--- src/rtl/hc_mmio_csr_pkg.sv ---
// Shared HardCloud CSR package: CCI-P MMIO channel types, buffer descriptors,
// register offsets, control codes and the control FSM state encoding.
package hc_mmio_csr_pkg;

    typedef struct packed {
        logic [15:0] address;
        logic [1:0]  length;
        logic        rsvd;
        logic [8:0]  tid;
    } t_ccip_c0_ReqMmioHdr;

    typedef struct packed {
        t_ccip_c0_ReqMmioHdr hdr;
        logic [511:0]        data;
        logic                rspValid;
        logic                mmioRdValid;
        logic                mmioWrValid;
    } t_if_ccip_c0_Rx;

    typedef struct packed {
        logic [8:0] tid;
    } t_ccip_c2_RspMmioHdr;

    typedef struct packed {
        t_ccip_c2_RspMmioHdr hdr;
        logic                mmioRdValid;
        logic [63:0]         data;
    } t_if_ccip_c2_Tx;

    typedef logic [63:0] t_hc_address;

    typedef struct packed {
        t_hc_address address;
        logic [31:0] size;
    } t_hc_buffer;

    typedef enum logic [1:0] {
        S_CTL_RESET = 2'd0,
        S_CTL_IDLE  = 2'd1,
        S_CTL_RUN   = 2'd2,
        S_CTL_DONE  = 2'd3
    } t_ctl_state;

    localparam logic [11:0] HC_DFH         = 12'h000;
    localparam logic [11:0] HC_AFU_ID_L    = 12'h008;
    localparam logic [11:0] HC_AFU_ID_H    = 12'h010;
    localparam logic [11:0] HC_STATUS      = 12'h100;
    localparam logic [11:0] HC_DSM_BASE    = 12'h110;
    localparam logic [11:0] HC_CONTROL     = 12'h118;
    localparam logic [11:0] HC_BUFFER_BASE = 12'h120;

    localparam logic [31:0] HC_CONTROL_ASSERT_RST   = 32'h0;
    localparam logic [31:0] HC_CONTROL_DEASSERT_RST = 32'h1;
    localparam logic [31:0] HC_CONTROL_START        = 32'h3;
    localparam logic [31:0] HC_CONTROL_STOP         = 32'h7;

    // Feature type AFU in [63:60], end-of-list in bit 40.
    localparam logic [63:0] HC_DFH_VALUE = 64'h1000_0100_0000_0000;

    typedef struct packed {
        logic       hit;
        logic       is_size;
        logic [2:0] idx;
    } t_buf_slot;

    // Descriptor i occupies 0x120+0x10*i (address) and 0x128+0x10*i (size).
    function automatic t_buf_slot hc_buf_decode(input logic [11:0] off,
                                                input int unsigned n_bufs);
        t_buf_slot   r;
        logic [11:0] rel;
        rel       = off - HC_BUFFER_BASE;
        r.hit     = (off >= HC_BUFFER_BASE) && (rel[2:0] == 3'b000) &&
                    ({24'b0, rel[11:4]} < n_bufs);
        r.is_size = rel[3];
        r.idx     = rel[6:4];
        return r;
    endfunction

endpackage

--- src/rtl/hc_mmio_csr_if.sv ---
// CCI-P MMIO bundle: c0 request channel in, c2 read-response channel out.
interface hc_mmio_csr_if;
    import hc_mmio_csr_pkg::*;

    t_if_ccip_c0_Rx rx_mmio;
    t_if_ccip_c2_Tx tx_mmio;

    modport master (output rx_mmio, input tx_mmio);
    modport slave  (input rx_mmio, output tx_mmio);
endinterface

--- src/rtl/hc_mmio_rd_mux.sv ---
// Combinational MMIO read-data selection. Define HC_CSR_READBACK_EN to make
// the DSM base, control word and buffer descriptors readable.
module hc_mmio_rd_mux
    import hc_mmio_csr_pkg::*;
#(
    parameter int unsigned N_BUFFERS = 3,
    parameter logic [63:0] AFU_ID_L  = 64'h0,
    parameter logic [63:0] AFU_ID_H  = 64'h0
) (
    input  logic [11:0]                offset_i,
    input  logic                       hit_i,
    input  t_ctl_state                 state_i,
    input  logic                       running_i,
    input  logic                       afu_reset_i,
    input  logic [63:0]                dsm_base_i,
    input  logic [31:0]                ctl_i,
    input  t_hc_buffer [N_BUFFERS-1:0] buffers_i,
    output logic [63:0]                data_o
);

`ifdef HC_CSR_READBACK_EN
    t_buf_slot slot;
    assign slot = hc_buf_decode(offset_i, N_BUFFERS);
`else
    logic unused_rb;
    assign unused_rb = ^{dsm_base_i, ctl_i, buffers_i};
`endif

    always_comb begin
        data_o = '0;
        if (hit_i) begin
            case (offset_i)
                HC_DFH:      data_o = HC_DFH_VALUE;
                HC_AFU_ID_L: data_o = AFU_ID_L;
                HC_AFU_ID_H: data_o = AFU_ID_H;
                HC_STATUS:   data_o = {60'b0, state_i, running_i, afu_reset_i};
`ifdef HC_CSR_READBACK_EN
                HC_DSM_BASE: data_o = dsm_base_i;
                HC_CONTROL:  data_o = {32'b0, ctl_i};
`endif
                default:     data_o = '0;
            endcase
`ifdef HC_CSR_READBACK_EN
            for (int i = 0; i < N_BUFFERS; i++) begin
                if (slot.hit && slot.idx == 3'(i)) begin
                    data_o = slot.is_size ? {32'b0, buffers_i[i].size}
                                          : buffers_i[i].address;
                end
            end
`endif
        end
    end

endmodule

--- src/rtl/hc_mmio_csr.sv ---
// HardCloud AFU CSR block: MMIO-mapped DSM/buffer descriptors and control FSM.
// Optional register readback is enabled by defining HC_CSR_READBACK_EN.
module hc_mmio_csr
    import hc_mmio_csr_pkg::*;
#(
    parameter int unsigned N_BUFFERS = 3,
    parameter logic [63:0] AFU_ID_L  = 64'h0,
    parameter logic [63:0] AFU_ID_H  = 64'h0
) (
    input  logic                       clk,
    input  logic                       reset,
    hc_mmio_csr_if.slave               mmio,
    output logic [63:0]                dsm_base,
    output t_hc_buffer [N_BUFFERS-1:0] buffers,
    output logic                       afu_reset,
    output logic                       start,
    output logic                       running,
    input  logic                       done
);

    t_if_ccip_c0_Rx rx;
    logic           in_range;
    logic [11:0]    off;
    logic           wr_en;
    logic [63:0]    wr_data;
    logic           ctl_wr;
    logic           cfg_wr;
    t_buf_slot      slot;
    logic           cmd_assert, cmd_deassert, cmd_start, cmd_stop;

    t_ctl_state                 state_q, state_d;
    logic                       start_q;
    logic [63:0]                dsm_base_q;
    t_hc_buffer [N_BUFFERS-1:0] buffers_q;
    logic [31:0]                ctl_q;
    t_if_ccip_c2_Tx             tx_q;
    logic [63:0]                rd_data;

    assign rx       = mmio.rx_mmio;
    assign in_range = (rx.hdr.address[15:10] == 6'b0);
    assign off      = {rx.hdr.address[9:0], 2'b00};
    assign wr_en    = rx.mmioWrValid && in_range;
    assign wr_data  = rx.data[63:0];
    assign slot     = hc_buf_decode(off, N_BUFFERS);

    assign ctl_wr       = wr_en && (off == HC_CONTROL);
    assign cmd_assert   = ctl_wr && (wr_data[31:0] == HC_CONTROL_ASSERT_RST);
    assign cmd_deassert = ctl_wr && (wr_data[31:0] == HC_CONTROL_DEASSERT_RST);
    assign cmd_start    = ctl_wr && (wr_data[31:0] == HC_CONTROL_START);
    assign cmd_stop     = ctl_wr && (wr_data[31:0] == HC_CONTROL_STOP);

    // Descriptors are frozen while the datapath is running.
    assign cfg_wr = wr_en && (state_q != S_CTL_RUN);

    logic unused_rx;
    assign unused_rx = ^{rx.data[511:64], rx.hdr.length, rx.hdr.rsvd, rx.rspValid};

    always_ff @(posedge clk) begin
        if (reset) begin
            state_q <= S_CTL_RESET;
            start_q <= 1'b0;
        end else begin
            state_q <= state_d;
            start_q <= (state_q == S_CTL_IDLE) && (state_d == S_CTL_RUN);
        end
    end

    // Host commands are evaluated before done, so STOP/ASSERT_RST win a tie.
    always_comb begin
        state_d = state_q;
        if (cmd_assert) begin
            state_d = S_CTL_RESET;
        end else begin
            case (state_q)
                S_CTL_RESET: if (cmd_deassert) state_d = S_CTL_IDLE;
                S_CTL_IDLE:  if (cmd_start)    state_d = S_CTL_RUN;
                S_CTL_DONE:  if (cmd_start)    state_d = S_CTL_RUN;
                S_CTL_RUN: begin
                    if (cmd_stop)  state_d = S_CTL_IDLE;
                    else if (done) state_d = S_CTL_DONE;
                end
                default:     state_d = S_CTL_RESET;
            endcase
        end
    end

    always_comb begin
        afu_reset = (state_q == S_CTL_RESET);
        running   = (state_q == S_CTL_RUN);
        start     = start_q;
    end

    always_ff @(posedge clk) begin
        if (reset) begin
            dsm_base_q <= '0;
            buffers_q  <= '0;
            ctl_q      <= '0;
        end else begin
            if (ctl_wr) ctl_q <= wr_data[31:0];
            if (cfg_wr && off == HC_DSM_BASE) dsm_base_q <= wr_data;
            for (int i = 0; i < N_BUFFERS; i++) begin
                if (cfg_wr && slot.hit && slot.idx == 3'(i)) begin
                    if (slot.is_size) buffers_q[i].size    <= wr_data[31:0];
                    else              buffers_q[i].address <= wr_data;
                end
            end
        end
    end

    hc_mmio_rd_mux #(
        .N_BUFFERS (N_BUFFERS),
        .AFU_ID_L  (AFU_ID_L),
        .AFU_ID_H  (AFU_ID_H)
    ) u_rd_mux (
        .offset_i    (off),
        .hit_i       (in_range),
        .state_i     (state_q),
        .running_i   (running),
        .afu_reset_i (afu_reset),
        .dsm_base_i  (dsm_base_q),
        .ctl_i       (ctl_q),
        .buffers_i   (buffers_q),
        .data_o      (rd_data)
    );

    // Single register stage gives the fixed one-cycle read latency.
    always_ff @(posedge clk) begin
        if (reset) begin
            tx_q.mmioRdValid <= 1'b0;
        end else begin
            tx_q.mmioRdValid <= rx.mmioRdValid;
            if (rx.mmioRdValid) begin
                tx_q.hdr.tid <= rx.hdr.tid;
                tx_q.data    <= rd_data;
            end
        end
    end

    assign mmio.tx_mmio = tx_q;
    assign dsm_base     = dsm_base_q;
    assign buffers      = buffers_q;

endmodule

--- src/flat_wrapper.sv ---
// flat-port wrapper written by rule: the top's interface ports become plain ports
module hc_mmio_csr_flat import hc_mmio_csr_pkg::*;
#(
    parameter int unsigned N_BUFFERS = 3,
    parameter logic [63:0] AFU_ID_L  = 64'h0,
    parameter logic [63:0] AFU_ID_H  = 64'h0
)
  (clk, reset, dsm_base, buffers, afu_reset, start, running, done, mmio_rx_mmio, mmio_tx_mmio);
  hc_mmio_csr_if mmio_i ();
  input  logic clk;
  input  logic reset;
  output logic [63:0] dsm_base;
  output t_hc_buffer [N_BUFFERS-1:0] buffers;
  output logic afu_reset;
  output logic start;
  output logic running;
  input  logic done;
  input wire logic [$bits(mmio_i.rx_mmio)-1:0] mmio_rx_mmio;
  output wire logic [$bits(mmio_i.tx_mmio)-1:0] mmio_tx_mmio;
  assign mmio_i.rx_mmio = mmio_rx_mmio;
  assign mmio_tx_mmio = mmio_i.tx_mmio;
  hc_mmio_csr #(.N_BUFFERS(N_BUFFERS), .AFU_ID_L(AFU_ID_L), .AFU_ID_H(AFU_ID_H)) u_core (.clk(clk), .reset(reset), .mmio(mmio_i), .dsm_base(dsm_base), .buffers(buffers), .afu_reset(afu_reset), .start(start), .running(running), .done(done));
endmodule
--- config.mk ---
export PLATFORM = sky130hd
export DESIGN_NAME = hc_mmio_csr_flat
export DESIGN_NICKNAME = d
export VERILOG_FILES = /design/src/rtl/hc_mmio_csr_pkg.sv /design/src/rtl/hc_mmio_csr_if.sv /design/src/rtl/hc_mmio_rd_mux.sv /design/src/rtl/hc_mmio_csr.sv /design/src/flat_wrapper.sv
export SDC_FILE = /design/constraint.sdc
export NUM_CORES = 1
export LEC_CHECK = 0
export ABC_AREA = 1
export CORE_AREA = 2 2 381 383
export DETAILED_ROUTE_END_ITERATION = 8
export DIE_AREA = 0 0 383 385
export HOLD_SLACK_MARGIN = 0.15
export PLACE_DENSITY = 0.3
export SETUP_SLACK_MARGIN = 0.1
export SYNTH_ARGS = -nofsm -noshare
export SYNTH_HDL_FRONTEND = slang
export SYNTH_SLANG_ARGS = --single-unit
export TNS_END_PERCENT = 1
--- constraint.sdc ---
create_clock -name clk -period 1.73 [get_ports clk]
set_input_delay 0.173 -clock clk [delete_from_list [all_inputs] [get_ports clk]]
set_output_delay 0.173 -clock clk [all_outputs]
set_load 0.005 [all_outputs]
==> results.json, run 1 <==
{
  "outcome": "complete, no violations",
  "clk_latency_ps": 630,
  "pwr-share-clk_pct": 53.4,
  "leakage_uw": 0.0134,
  "drive_above_1_share_pct": 10.9,
  "irDropWorstVdd_v": 0.000653,
  "p_seq_share_pct": 41.6,
  "fin_nets": 3435,
  "crit_type": "input port to flop",
  "ys_seq_elements": 370,
  "vias": 14600,
  "wl_um": 73600,
  "cts.sinks": 370,
  "sw_frac_of_total_pct": 24.5,
  "worstRegToRegCells": 10,
  "yosysSeqAreaShare_pct": 47.9,
  "dpl-instance-area_sq_mm": 0.0233,
  "p_int_uw": 15600,
  "hold_depth": 3,
  "port_buffers": 464,
  "finalSetupTns_ps": 0,
  "drt-initial-drc-count": 670,
  "antenna_found_initial": 9,
  "rsz0062_at_grt": "yes",
  "critPathMaxFanout": 42,
  "avgViaCountPerCell": 3.02,
  "cts_tree": "yes",
  "fp.dieH_um": 385,
  "chipWidth_um": 383,
  "maxCapViolCount": 0,
  "h-tree-depth": 2,
  "yosys_warnings": 0,
  "gp_congestion": 0.715,
  "holdCritStartpoint": "mmio_rx_mmio[49]",
  "grt_pass1_vias": 14100,
  "comb_power_share_pct": 5.0,
  "routedWlPerCell_um": 15.2,
  "hold_viol": 0,
  "total_power_uw": 20700,
  "fin_hold_ws_ps": 216,
  "finalSetupViolCount": 0,
  "max_stage_delay_ps": 400,
  "critPathCaptureType": "flop",
  "period_minus_slack_ps": 1590,
  "hold_path_end": "u_core.dsm_base[46]$_SDFFE_PP0P_",
  "fmax_ghz": 0.627,
  "ant_nets": 0,
  "cp.required_ps": 2300,
  "clk_pin_slew_ps": 60,
  "clockRootBuffer": "clkbuf_16",
  "cp-start-kind": "input port",
  "timing.final.crit_share_pct": 92.2,
  "drcViolationCount": 0,
  "syn_area_per_cell_sq_um": 6.71,
  "pre_cts_slack_ps": -755,
  "core.rowCount": 139,
  "dr.pass1.iters": 4,
  "synth.distinct_cells": 28,
  "cp_top_family": "simple AND/OR/NAND/NOR gates",
  "p_sw_uw": 5070,
  "r2r_start": "u_core.state_q[1]$_SDFF_PP0_",
  "start_util_pct": 11.0,
  "grt_max_degree": 85,
  "finClkSkew_ps": 15.9,
  "grt_overflow": 0,
  "grt_pass1_wl_um": 103000,
  "synthCells": 2345,
  "clockBufferDepth": 3,
  "synth_area_sq_mm": 0.0157,
  "fp.coreArea_sq_mm": 0.143,
  "io_pins": 975,
  "rr_endpoint": "u_core.buffers[248]$_SDFFE_PP0P_",
  "critPathSlowestCell": "clkdlybuf4s50_1",
  "arrival_ps": 2160,
  "powerDensity_mw_per_mm2": 828,
  "grtUsageTotal_pct": 9.62,
  "min_path_type": "input port to flop",
  "die_area_sq_mm": 0.147,
  "path_buf_inv": 3,
  "crit_chain": "clkdlybuf4s50_1 > nor2_1 > nand4_1 > nor2_4 > nand4_1 > buf_4 > clkbuf_16 > nand2_2 > nand2_1 > nor2_1",
  "area_delta_synth_final_pct": 58.5,
  "cts_buffers": 55,
  "hpwl_um": 55100,
  "fin_area_sq_mm": 0.0250,
  "drv_slew": 0,
  "reg2reg_slack_ps": 170,
  "finalWorstSetupSlack_ps": 135
}
==> state kept, by name (all words and copies together) (netlist names) <==
| signal | count |
|---|---|
| u_core.buffers | 288 |
| u_core.dsm_base | 64 |
| u_core.mmio.tx_mmio | 15 |
| u_core.start | 1 |
| u_core.state_q | 2 |
==> power groups by stage <==
stage	combinational (uW)	clock, uW	sequential, uW
final	1030	11000	8600
after global placement	1060	0	8780
after detailed placement	1050	0	8790
after global routing	1140	11900	8600
after floorplan	409	0	8790
after CTS	1080	11700	8600
==> cells by family after synthesis <==
group           share of synthesized area, %
simple gates                            31.1
buf+inv                                 16.7
flops                                   47.9
compound gates                          4.17
fa+ha+maj                             0.0795
other cells                           0.0238
==> placed cells by master, fill, tap and decap left out, types with 4 or more instances in the layout <==
cell,instances
clkdlybuf4s15_1,5
nor3_1,4
nand4_1,6
edfxtp_1,14
clkbuf_16,56
nor2_4,12
buf_4,118
buf_12,33
clkbuf_1,18
nand3_1,11
clkinv_2,5
nand2_2,10
nand2_1,598
inv_2,5
clkdlybuf4s50_1,91
o21ai_0,64
clkbuf_8,7
a21oi_1,66
dfxtp_1,314
nor2_1,613
dlygate4sd3_1,15
dlygate4sd2_1,363
conb_1,58
inv_1,362
dfxtp_2,42
==> layer usage <==
layer,routed length (um),vias to the layer above,track usage [%]
met5,69,-,0
met3,6230,86,3.86
li1,-,7787,-
met2,32600,405,15.4
met4,1360,10,2.17
met1,33300,6305,12.1
==> metrics by stage <==
step | cells | utilization, %
floorplan | 2402 | -
global placement | 4715 | 16.3
detailed placement | 4715 | 16.3
CTS | 4825 | 17.4
global route | 4829 | 17.4
finish | 4830 | 17.4
==> synthesized netlist by cell type (all sizes together) <==
master | n | area share [%]
ha | 1 | 0.079
inv | 369 | 8.8
a21oi | 66 | 2.1
nand2 | 608 | 15
o21ai | 65 | 2.1
nand3 | 12 | 0.38
nor2 | 628 | 15
nor4 | 2 | 0.079
nor3 | 7 | 0.25
edfxtp | 14 | 2.7
dfxtp | 356 | 45
nand4 | 9 | 0.64
clkbuf | 52 | 1.3
buf | 153 | 6.6
nor3b | 2 | 0.095
conb | 1 | 0.024
==> what timing repair did <==
action | in CTS | in global routing
pin swaps | 25 | 3
gates cloned | 0 | 1
gates resized for setup | 466 | 3
setup buffers | 0 | 3
hold endpoints to repair | 15 | 0
endpoints found under the setup margin | 636 | 242
hold buffers | 15 | 0
==> final cells by class <==
cell class / instances / area, sq um
Sequential cell: 370 / 7600
Clock buffer: 80 / 1540
Timing Repair Buffer: 634 / 5940
Clock inverter: 15 / 173
Inverter: 369 / 1400
Antenna cell: 1 / 2.50
Fill cell: 16300 / 118000
Multi-Input combinational cell: 1458 / 5920
Tap cell: 1903 / 2380
==> worst reg2reg max path, delay by kind of cell (launching register included) <==
family                 cells  cell delay, ps
buffers and inverters      4             660
flip-flops                 1             330
AND/OR/NAND/NOR            6             470
==> how the worst max path moves through the flow <==
stage | from | to | slack (ps) | cells after the start
2_1_floorplan | mmio_rx_mmio[530] | u_core.buffers[40]$_SDFFE_PP0P_ | 20 | 11
4_1_cts | u_core.state_q[1]$_SDFF_PP0_ | u_core.buffers[66]$_SDFFE_PP0P_ | 0.6 | 8
3_3_place_gp | mmio_rx_mmio[530] | u_core.buffers[56]$_SDFFE_PP0P_ | -750 | 12
3_5_place_dp | mmio_rx_mmio[530] | u_core.buffers[61]$_SDFFE_PP0P_ | -750 | 11
6_report | mmio_rx_mmio[540] | u_core.buffers[66]$_SDFFE_PP0P_ | 140 | 10
5_1_grt | u_core.state_q[1]$_SDFF_PP0_ | u_core.buffers[247]$_SDFFE_PP0P_ | 10 | 10
No activity file was read; power rests on OpenSTA's default activity.
==> inputs of run 2 (changes only) <==
--- a/config.mk
+++ b/config.mk
@@ -10,7 +10,7 @@
 export DETAILED_ROUTE_END_ITERATION = 8
 export DIE_AREA = 0 0 383 385
 export HOLD_SLACK_MARGIN = 0.15
-export PLACE_DENSITY = 0.3
+export PLACE_DENSITY_LB_ADDON = 0.1
 export SETUP_SLACK_MARGIN = 0.1
 export SYNTH_ARGS = -nofsm -noshare
 export SYNTH_HDL_FRONTEND = slang
==> run 2 against run 1 <==
- clock-buffer cell count grew 3
- sequential share of layout area decreased by 0.21 points
- clock power about the same
- critical path depth is 1 higher
- total power shrank 0.90%
- critical endpoint is now u_core.buffers[257]$_SDFFE_PP0P_
- core utilization increased by 0.15 points
- sequential power about the same
- cell area increased by 0.87%
- flip-flop and latch count unchanged
- fmax fell by 3.8%
- routed wire length rose by 3.4%
==> results.json, run 2 (synthesis results as in run 1) <==
{
  "arrival_ps": 2170,
  "reg2reg_slack_ps": 70,
  "grt_pass1_vias": 14500,
  "num-fill-cells": 16300,
  "pre_cts_slack_ps": -763,
  "port_buffers": 464,
  "cp-start-kind": "flop",
  "cts.sinks": 370,
  "finalSetupTns_ps": 0,
  "finClkSkew_ps": 22.7,
  "chipWidth_um": 383,
  "crit_type": "flop to flop",
  "clockBufferDepth": 3,
  "vias": 14800,
  "start_util_pct": 11.0,
  "cts_buffers": 53,
  "final_cell_mix": "nor2_1, nand2_1, dlygate4sd2_1",
  "ant_nets": 0,
  "clockRootBuffer": "clkbuf_16",
  "drive_above_1_share_pct": 12.6,
  "grt_overflow": 0,
  "hold_path_end": "u_core.dsm_base[57]$_SDFFE_PP0P_",
  "drcViolationCount": 0,
  "cp.required_ps": 2250,
  "grtUsageTotal_pct": 9.92,
  "rsz0062_at_grt": "yes",
  "timing.final.crit_share_pct": 95.8,
  "layout_commonest_cell": "nor2_1",
  "grt_max_degree": 55,
  "clk_latency_ps": 640,
  "avgViaCountPerCell": 3.05,
  "dr.pass1.iters": 4,
  "critPathMaxFanout": 32,
  "drt-initial-drc-count": 643,
  "cts_tree": "yes",
  "finalSetupViolCount": 0,
  "min_path_type": "input port to flop",
  "powerDensity_mw_per_mm2": 814,
  "fin_area_sq_mm": 0.0252,
  "area_delta_synth_final_pct": 59.9,
  "antenna_found_initial": 11,
  "dpl-instance-area_sq_mm": 0.0234,
  "fin_nets": 3440,
  "fp.coreArea_sq_mm": 0.143,
  "period_minus_slack_ps": 1660,
  "hpwl_um": 56400,
  "irDropWorstVdd_v": 0.000797,
  "routedWlPerCell_um": 15.7,
  "hold_depth": 3,
  "grt_pass1_wl_um": 106000,
  "hold_viol": 0,
  "outcome": "complete, no violations",
  "rr_endpoint": "u_core.buffers[257]$_SDFFE_PP0P_",
  "fmax_ghz": 0.603,
  "holdCritStartpoint": "mmio_rx_mmio[60]",
  "r2r_start": "u_core.state_q[1]$_SDFF_PP0_",
  "fp.dieH_um": 385,
  "leakage_uw": 0.0135,
  "core.rowCount": 139,
  "final_core_util_pct": 17.6,
  "wl_um": 76100,
  "die_area_sq_mm": 0.147,
  "io_pins": 975,
  "worstRegToRegCells": 11,
  "gp_congestion": 0.689,
  "drv_slew": 0,
  "h-tree-depth": 2,
  "clk_pin_slew_ps": 60,
  "critPathCaptureType": "flop",
  "largest_reg_flops": 288,
  "finalWorstSetupSlack_ps": 72.8,
  "maxCapViolCount": 0
}
run 2: repair_timing:
action	CTS	global route
hold buffers	10	0
pin swaps	3	42
hold endpoints to repair	10	0
buffers inserted	0	4
setup endpoints to repair	592	199
gates cloned	0	3
gates resized for setup	450	79
run 2: layer usage:
layer  up-vias  routed length [um]  global-route usage [%]
li1       7813                   -                       -
met1      6466               32600                    11.9
met2       390               34700                    16.0
met3        93                6980                    4.28
met4         8                1720                    2.98
met5         -                  60                       0
run 2: worst max-delay path by stage:
stage               slack (ps)                                to  cells past startpoint                          from
global placement          -790  u_core.buffers[255]$_SDFFE_PP0P_                     12             mmio_rx_mmio[530]
detailed placement        -760  u_core.buffers[130]$_SDFFE_PP0P_                     12             mmio_rx_mmio[530]
CTS                        -40                           running                      4  u_core.state_q[1]$_SDFF_PP0_
finish                      70  u_core.buffers[257]$_SDFFE_PP0P_                     11  u_core.state_q[1]$_SDFF_PP0_
floorplan                   20   u_core.buffers[40]$_SDFFE_PP0P_                     11             mmio_rx_mmio[530]
global route               -30  u_core.buffers[259]$_SDFFE_PP0P_                     11  u_core.state_q[1]$_SDFF_PP0_
run 2: worst max-delay path: stages, from the launching register on:
cell and delay [ps]:
dfxtp_2 330, inv_2 50, nor2_4 140, nor2_4 60, buf_12 140, nand4_1 110, buf_4 150, buf_12 130
buf_16 200, nand2_1 80, nand2_1 60, nor2_1 40
run 2: power by group:
group          internal (uW)  leakage (uW)  total (uW)  switching [uW]
combinational            433       0.00968        1020             591
clock                   6310      0.000811       10900            4550
sequential              8590       0.00303        8600            4.78
total                  15300        0.0135       20500            5140
run 2: final cells by class:
class                      count  area (sq um)  area share (%)
antenna                        5          12.5          0.0497
clock buffer                  83          1560            6.20
clock inverter                11           118           0.467
inverter                     369          1400            5.54
multi-input combinational   1458          6000            23.8
sequential                   370          7610            30.2
tap                         1903          2380            9.46
timing repair buffer         641          6100            24.2
run 2: stage by stage:
stage | cells | hold WS [ps] | total power (uW)
2_1_floorplan | 2402 | 245 | 9200
3_3_place_gp | 4724 | 507 | 9850
3_5_place_dp | 4724 | 498 | 9840
4_1_cts | 4828 | 164 | 21200
5_1_grt | 4836 | 224 | 21500
6_report | 4840 | 222 | 20500
